[config.mk]
export PLATFORM = sky130hd
export DESIGN_NAME = mux8to1_sel_sequencer
export DESIGN_NICKNAME = d
export VERILOG_FILES = /design/src/rtl/mux8to1_sel_sequencer.sv
export SDC_FILE = /design/constraint.sdc
export NUM_CORES = 1
export LEC_CHECK = 0
export ABC_AREA = 1
export BUFFER_PORTS_ARGS = -buffer_cell sky130_fd_sc_hd__clkbuf_2
export CORE_MARGIN = 1
export CORE_UTILIZATION = 45
export CTS_BUF_LIST = sky130_fd_sc_hd__clkbuf_16
export DETAILED_ROUTE_END_ITERATION = 7
export PLACE_DENSITY = 0.83
export SYNTH_ARGS = -nofsm -noshare
export SYNTH_HDL_FRONTEND = slang
export SYNTH_SLANG_ARGS = --single-unit
[constraint.sdc]
create_clock -name clk -period 1.63 [get_ports clk]
set_clock_uncertainty 0.2 [all_clocks]
set_input_delay 0.0815 -clock clk [delete_from_list [all_inputs] [get_ports clk]]
set_output_delay 0.0815 -clock clk [all_outputs]
set_load 0.02 [all_outputs]
[src/rtl/mux8to1_sel_sequencer.sv]
// mux8to1_sel_sequencer
//   Feeds an 8:1 registered mux. Accepts 8-bit words over a valid/ready handshake, holds each
//   word on data_out and steps selection_out through all 8 positions (one per clock), so the
//   mux serialises the word. The bit_valid/frame markers are delayed one clock to line up with
//   the mux's registered output.
//
// Parameters
//   MSB_FIRST   0: selection order 0..7, 1: order 7..0
//   GAP_CYCLES  forced idle cycles after each frame before the next accept (0..15)
//
// Ports
//   clk              clock, all state updates on posedge
//   rst              asynchronous active-high reset
//   word_in          word to serialise, sampled on accept
//   word_valid_in    upstream has a word on word_in
//   word_ready_out   block can accept word_in this cycle
//   data_out         to mux data input, stable for the whole frame
//   selection_out    to mux selection input
//   bit_valid_out    mux output this cycle is a valid serial bit
//   frame_start_out  mux output this cycle is bit 0 of a frame
//   frame_end_out    mux output this cycle is bit 7 of a frame
//   busy_out         sequencer is not idle

module mux8to1_sel_sequencer #(
    parameter int unsigned MSB_FIRST  = 0,
    parameter int unsigned GAP_CYCLES = 0
) (
    input  logic       clk,
    input  logic       rst,
    input  logic [7:0] word_in,
    input  logic       word_valid_in,
    output logic       word_ready_out,
    output logic [7:0] data_out,
    output logic [2:0] selection_out,
    output logic       bit_valid_out,
    output logic       frame_start_out,
    output logic       frame_end_out,
    output logic       busy_out
);

    typedef enum logic [1:0] {StIdle, StShift, StGap} state_t;

    localparam logic [2:0] FirstSel = (MSB_FIRST != 0) ? 3'd7 : 3'd0;
    localparam logic [3:0] GapLoad  = 4'(GAP_CYCLES);

    state_t     state_q, state_d;
    logic [2:0] count_q, count_d;
    logic [7:0] data_q, data_d;
    logic [2:0] sel_q, sel_d;
    logic [3:0] gap_q, gap_d;
    logic       ready;
    logic       accept;
    logic       shifting;

    // Mux position driven while the frame counter is at c.
    function automatic logic [2:0] sel_of(input logic [2:0] c);
        return (MSB_FIRST != 0) ? (3'd7 - c) : c;
    endfunction

    always_comb begin
        state_d = state_q;
        count_d = count_q;
        data_d  = data_q;
        sel_d   = sel_q;
        gap_d   = gap_q;
        ready   = 1'b0;

        unique case (state_q)
            StIdle: begin
                ready = 1'b1;
            end
            StShift: begin
                if (count_q == 3'd7) begin
                    if (GAP_CYCLES == 0) begin
                        // Last bit: a waiting word follows with no bubble.
                        ready   = 1'b1;
                        state_d = StIdle;
                    end else begin
                        state_d = StGap;
                        gap_d   = GapLoad;
                    end
                end else begin
                    count_d = count_q + 3'd1;
                    sel_d   = sel_of(count_q + 3'd1);
                end
            end
            StGap: begin
                if (gap_q <= 4'd1) begin
                    state_d = StIdle;
                end else begin
                    gap_d = gap_q - 4'd1;
                end
            end
            default: begin
                state_d = StIdle;
            end
        endcase

        accept = ready & word_valid_in;
        if (accept) begin
            state_d = StShift;
            count_d = 3'd0;
            data_d  = word_in;
            sel_d   = FirstSel;
        end
    end

    assign shifting = (state_q == StShift);

    always_ff @(posedge clk or posedge rst) begin
        if (rst) begin
            state_q         <= StIdle;
            count_q         <= 3'd0;
            data_q          <= 8'd0;
            sel_q           <= 3'd0;
            gap_q           <= 4'd0;
            bit_valid_out   <= 1'b0;
            frame_start_out <= 1'b0;
            frame_end_out   <= 1'b0;
        end else begin
            state_q         <= state_d;
            count_q         <= count_d;
            data_q          <= data_d;
            sel_q           <= sel_d;
            gap_q           <= gap_d;
            // Markers trail the selection by one clock, matching the mux output register.
            bit_valid_out   <= shifting;
            frame_start_out <= shifting && (count_q == 3'd0);
            frame_end_out   <= shifting && (count_q == 3'd7);
        end
    end

    assign word_ready_out = ready & ~rst;
    assign data_out       = data_q;
    assign selection_out  = sel_q;
    assign busy_out       = (state_q != StIdle);

endmodule

* Word level (Yosys, flattened, before mapping)
Cells that the tools add are included.
Storage, ports and cells: register bits 20, input bits 11, output and inout port bits 16, logic and storage cells 39
Operators by class: mux-type cells 9, eq/ne operators 7, add/subtract/negate cells 2, $lt $le $gt $ge 1, reduce and logical (&&, ||, !) cells 9, bitwise gates (word level) 4
Operators with widths (number):
- $mux W3 | 3
- $mux W2 | 3
- $pmux W2 S3 | 1
- $le A4 B1 Y1 const B | 1
- $ne A2 B2 Y1 const B | 2
- $reduce_and A2 Y1 | 2
- $reduce_bool A2 Y1 | 2
- $sub A4 B1 Y4 const B | 1
- $add A3 B1 Y3 const B | 1
- $eq A3 B3 Y1 const B | 1
- $logic_not A3 Y1 | 1
- $ne A3 B2 Y1 const B | 1
- $ne A3 B3 Y1 const B | 1
- $reduce_and A3 Y1 | 1
- $and A1 B1 Y1 | 2
- $eq A2 B1 Y1 const B | 1
- $eq A2 B2 Y1 const B | 1
- $logic_and A1 B1 Y1 | 2
- $logic_not A2 Y1 | 1
- $not A1 Y1 | 2
- $pmux W1 S2 | 1
- $mux W1 | 1

* Longest topological paths before layout
word-level depth 6, gate-level depth with buffers 7, mapped depth without buffers 7

* Least setup slack after synthesis
OpenSTA, ideal clock, no wires.
kind register to output, from register, netlist name selection_out[1], to output word_ready_out, slack 41 ps, buffers on the path 0, stages on the path, launching flop included 7, arrival 1307 ps, data required time 1348 ps, cells stage by stage dfrtp_1 ha_1 ha_1 inv_1 nand2_4 inv_1 nor2_1
RTL lines:
- end, declared | RTL line 32 | output logic word_ready_out,

==> results.cfg <==
[power_and_ir_drop]
power.switching_mw = 0.837
pwr_density_cell_mw_per_mm2 = 2040
power.static_leakage_nw = 0.569
switching_power_share_of_the_total_pct = 40.4
vdd_drop_max_v = 0.00136
internal_power_mw = 1.23
seqPwrFrac_pct = 31.0
share_clk_of_total_power_pct = 22.8
combinational_fraction_of_design_power_pct = 46.1

[floorplan]
die_area_mm2 = 0.00160
chipHeight_um = 40.0
die-width_um = 40.0
rows = 13
ios = 27
core-area_mm2 = 0.00132
initial_core_util_pct = 49.4

[setup_path]
critical_path.n_buffers_inverters = 3
setup.worst_path.end_class = primary output
worst_path_max_delay_cell = dfrtp_1
cp_slowest_stage_delay_ns = 0.38
crit_chain = ha_2 > ha_4 > inv_4 > nand2_4 > inv_4 > nor2_2 > buf_6
ff2ff_setup_slack_ns = 0.05
critPathLaunchType = register
most_frequent_cell_on_the_critical_path = inv_4
cp_data_arrival_time_ns = 1.32
cp_top_family = flip-flops
critPathKind = reg2out
cp_data_required_time_ns = 1.35
worst-path-max-fanout = 2

[hold_path]
worstHoldPathType = in2reg

[yosys]
synth_commonest_cells = nand2_1 (25), dfrtp_1 (15), nand3_1 (9), inv_1 (7), ha_1 (3)
synth_top_family_by_area = simple AND/OR/NAND/NOR gates
synth.distinct_cells = 9
post_synth_mux_area_share_pct = 0
synth_adder_area_share_pct = 5.77
synth_area_um2 = 651
netlist_instances = 67
post_synth_and_or_nand_nor_area_fraction_pct = 29.0
synth.avg_cell_area_um2 = 9.71
count_leader_synth = nand2_1
synth_async_sr_flop_share_pct = 100
synth.ff_latch_count = 15
seq_total_area_yosys_pct = 57.7
yosys.area.top_type = dfrtp_1
post-synth-top-area-fraction_pct = 57.7
synth-warning-count = 0
yosys_most_used_dff = dfrtp_1
synth_compound_gate_area_share_pct = 0
synth-edff-count = 0
yosys-top-cells-area = dfrtp_1 (58%), nand2_1 (14%), nand3_1 (6.9%), ha_1 (5.8%), inv_1 (4.0%)
synth-xor-area-share_pct = 0
syn_nets = 81

[routing]
vias = 588
drt-wirelength-per-cell_um = 13.1
route.antenna.remaining_nets = 0
routed_wl_um = 1620
detail_routed_via_count_per_cell = 4.74
detailedRoute.firstPassIterationCount = 4
drc = 0
drtIter0Drc = 15

[finish]
final.fill_count = 85
design.final.nets = 124
layout-area-overhead-vs-synth_pct = 55.8
num_antenna_cells = 0
layout-drive-gt1-share_pct = 40.4

[global_routing]
groute.usage.overall_pct = 21.8
grt_max_degree = 16
antenna_violations_before_repair = 0
grt_first_pass_wirelength_um = 2200
grt_pass1_vias = 528
grt_overflow = 0

[timing]
fin_crit_ns = 1.60
max_slew_margin_pct = 62.1
fin_crit_sh_pct = 98.3
tns_ns = 0
slew_violations = 0
clock.fmax_ghz = 0.624
worst-slew-pin-transition_ns = 0.567
finalSetupViolCount = 0
rsz_0062_raised_after_global_routing = yes
final.hold.worst_slack_ns = 0.0219
report.final.hold_viol_count = 0

[clock_network]
tritoncts = done
path_clk_slew_ns = 0.05
cts_root_buffer = clkbuf_16
tritoncts_num_sinks = 15
tritoncts.num_buffers = 3
clock_tree.htree_level_count = 1
clock_insertion_delay_worst_skew_ns = 0.24
cts-root-to-sink-buffers = 2

[placed_design]
dp_hpwl_um = 926
buffer_ports.inserted = 26
globalplace.congestion = 0.727

[run_status]
run_status = finished clean

[flow_run]
max_cap_violations = 0
## layout make-up
cell class	instances	area, um^2	area share (%)
clock buffer	3	75.1	7.41
clock inverter	1	5.00	0.494
inverter	7	31.3	3.09
multi-input combinational	43	244	24.1
sequential	15	375	37.0
tap	15	18.8	1.85
timing repair buffer	40	264	26.0
## stage by stage
step	cells	area, um^2	setup WS [ns]	utilization, %	power, mW
2_1_floorplan	67	651	0.0412	-	1.19
3_3_place_gp	108	792	0.0884	60.1	1.42
3_5_place_dp	108	792	0.0202	60.1	1.45
4_1_cts	123	987	0.00357	74.9	2.00
5_1_grt	124	1010	-0.00605	76.9	2.20
6_report	124	1010	0.0273	76.9	2.07
## sequential cells by signal, summed over array words and instances, names as in the netlist
name             flops
data_out             8
selection_out        3
bit_valid_out        1
frame_end_out        1
frame_start_out      1
state_q              1
## final timing paths
path	end	depth (start not counted)	from
max in group asynchronous	frame_end_out$_DFF_PP0_	3	rst
min in group asynchronous	selection_out[1]$_DFFE_PP0P_	3	rst
min	data_out[7]$_DFFE_PP0P_	3	word_valid_in
max reg2reg	data_out[2]$_DFFE_PP0P_	8	selection_out[1]$_DFFE_PP0P_
max	word_ready_out	7	selection_out[1]$_DFFE_PP0P_
min reg2reg	data_out[6]$_DFFE_PP0P_	2	data_out[6]$_DFFE_PP0P_
## routing by layer
metal / share of wire, % / vias up / global-route usage, %
met5: 0 / - / 0
met4: 0 / 0 / 11.2
met3: 4.7 / 0 / 6.67
li1: - / 291 / -
met1: 45 / 274 / 24.2
met2: 51 / 23 / 37.1
## logic make-up after synthesis
kind of cell,count (synthesis)
AND/OR/NAND/NOR,40
adder cells (fa/ha/maj),3
buffers and inverters,9
flip-flops,15
## placed cells by master (no fill, tap or decap)
master	count
nand3_1	9
ha_1	1
dlygate4sd3_1	9
ha_2	1
nor2_2	1
nand3_2	2
nor2_1	1
clkinv_2	1
clkbuf_16	3
nand2_4	2
inv_1	5
buf_4	5
clkbuf_2	25
dfrtp_1	15
inv_4	2
nand2_1	25
ha_4	1
buf_6	1
## what timing repair did
action                                 4_1_cts  5_1_grt
hold buffers                                 9        0
cloned                                       0        0
setup endpoints to repair                    1        8
gates resized for setup                      6        5
pin swaps                                    0        1
endpoints found under the hold margin       23        0
buffers inserted                             2        1
## worst reg2reg max path, cell delays in order (launching register included)
cell and delay, ns:
dfrtp_1 0.38, ha_2 0.20, ha_4 0.17, inv_4 0.05, nand2_4 0.05, buf_4 0.20, nand2_4 0.11, nand2_1 0.08
nand2_1 0.06
## power groups by stage
stage	logic (mW)	registers (mW)	clock network (mW)
after floorplan	0.345	0.841	0
after global placement	0.796	0.626	0
after detailed placement	0.814	0.639	0
after CTS	0.893	0.636	0.470
after global routing	1.05	0.662	0.484
final	0.955	0.642	0.472
Note: power is estimated with default switching activity, not from simulation.
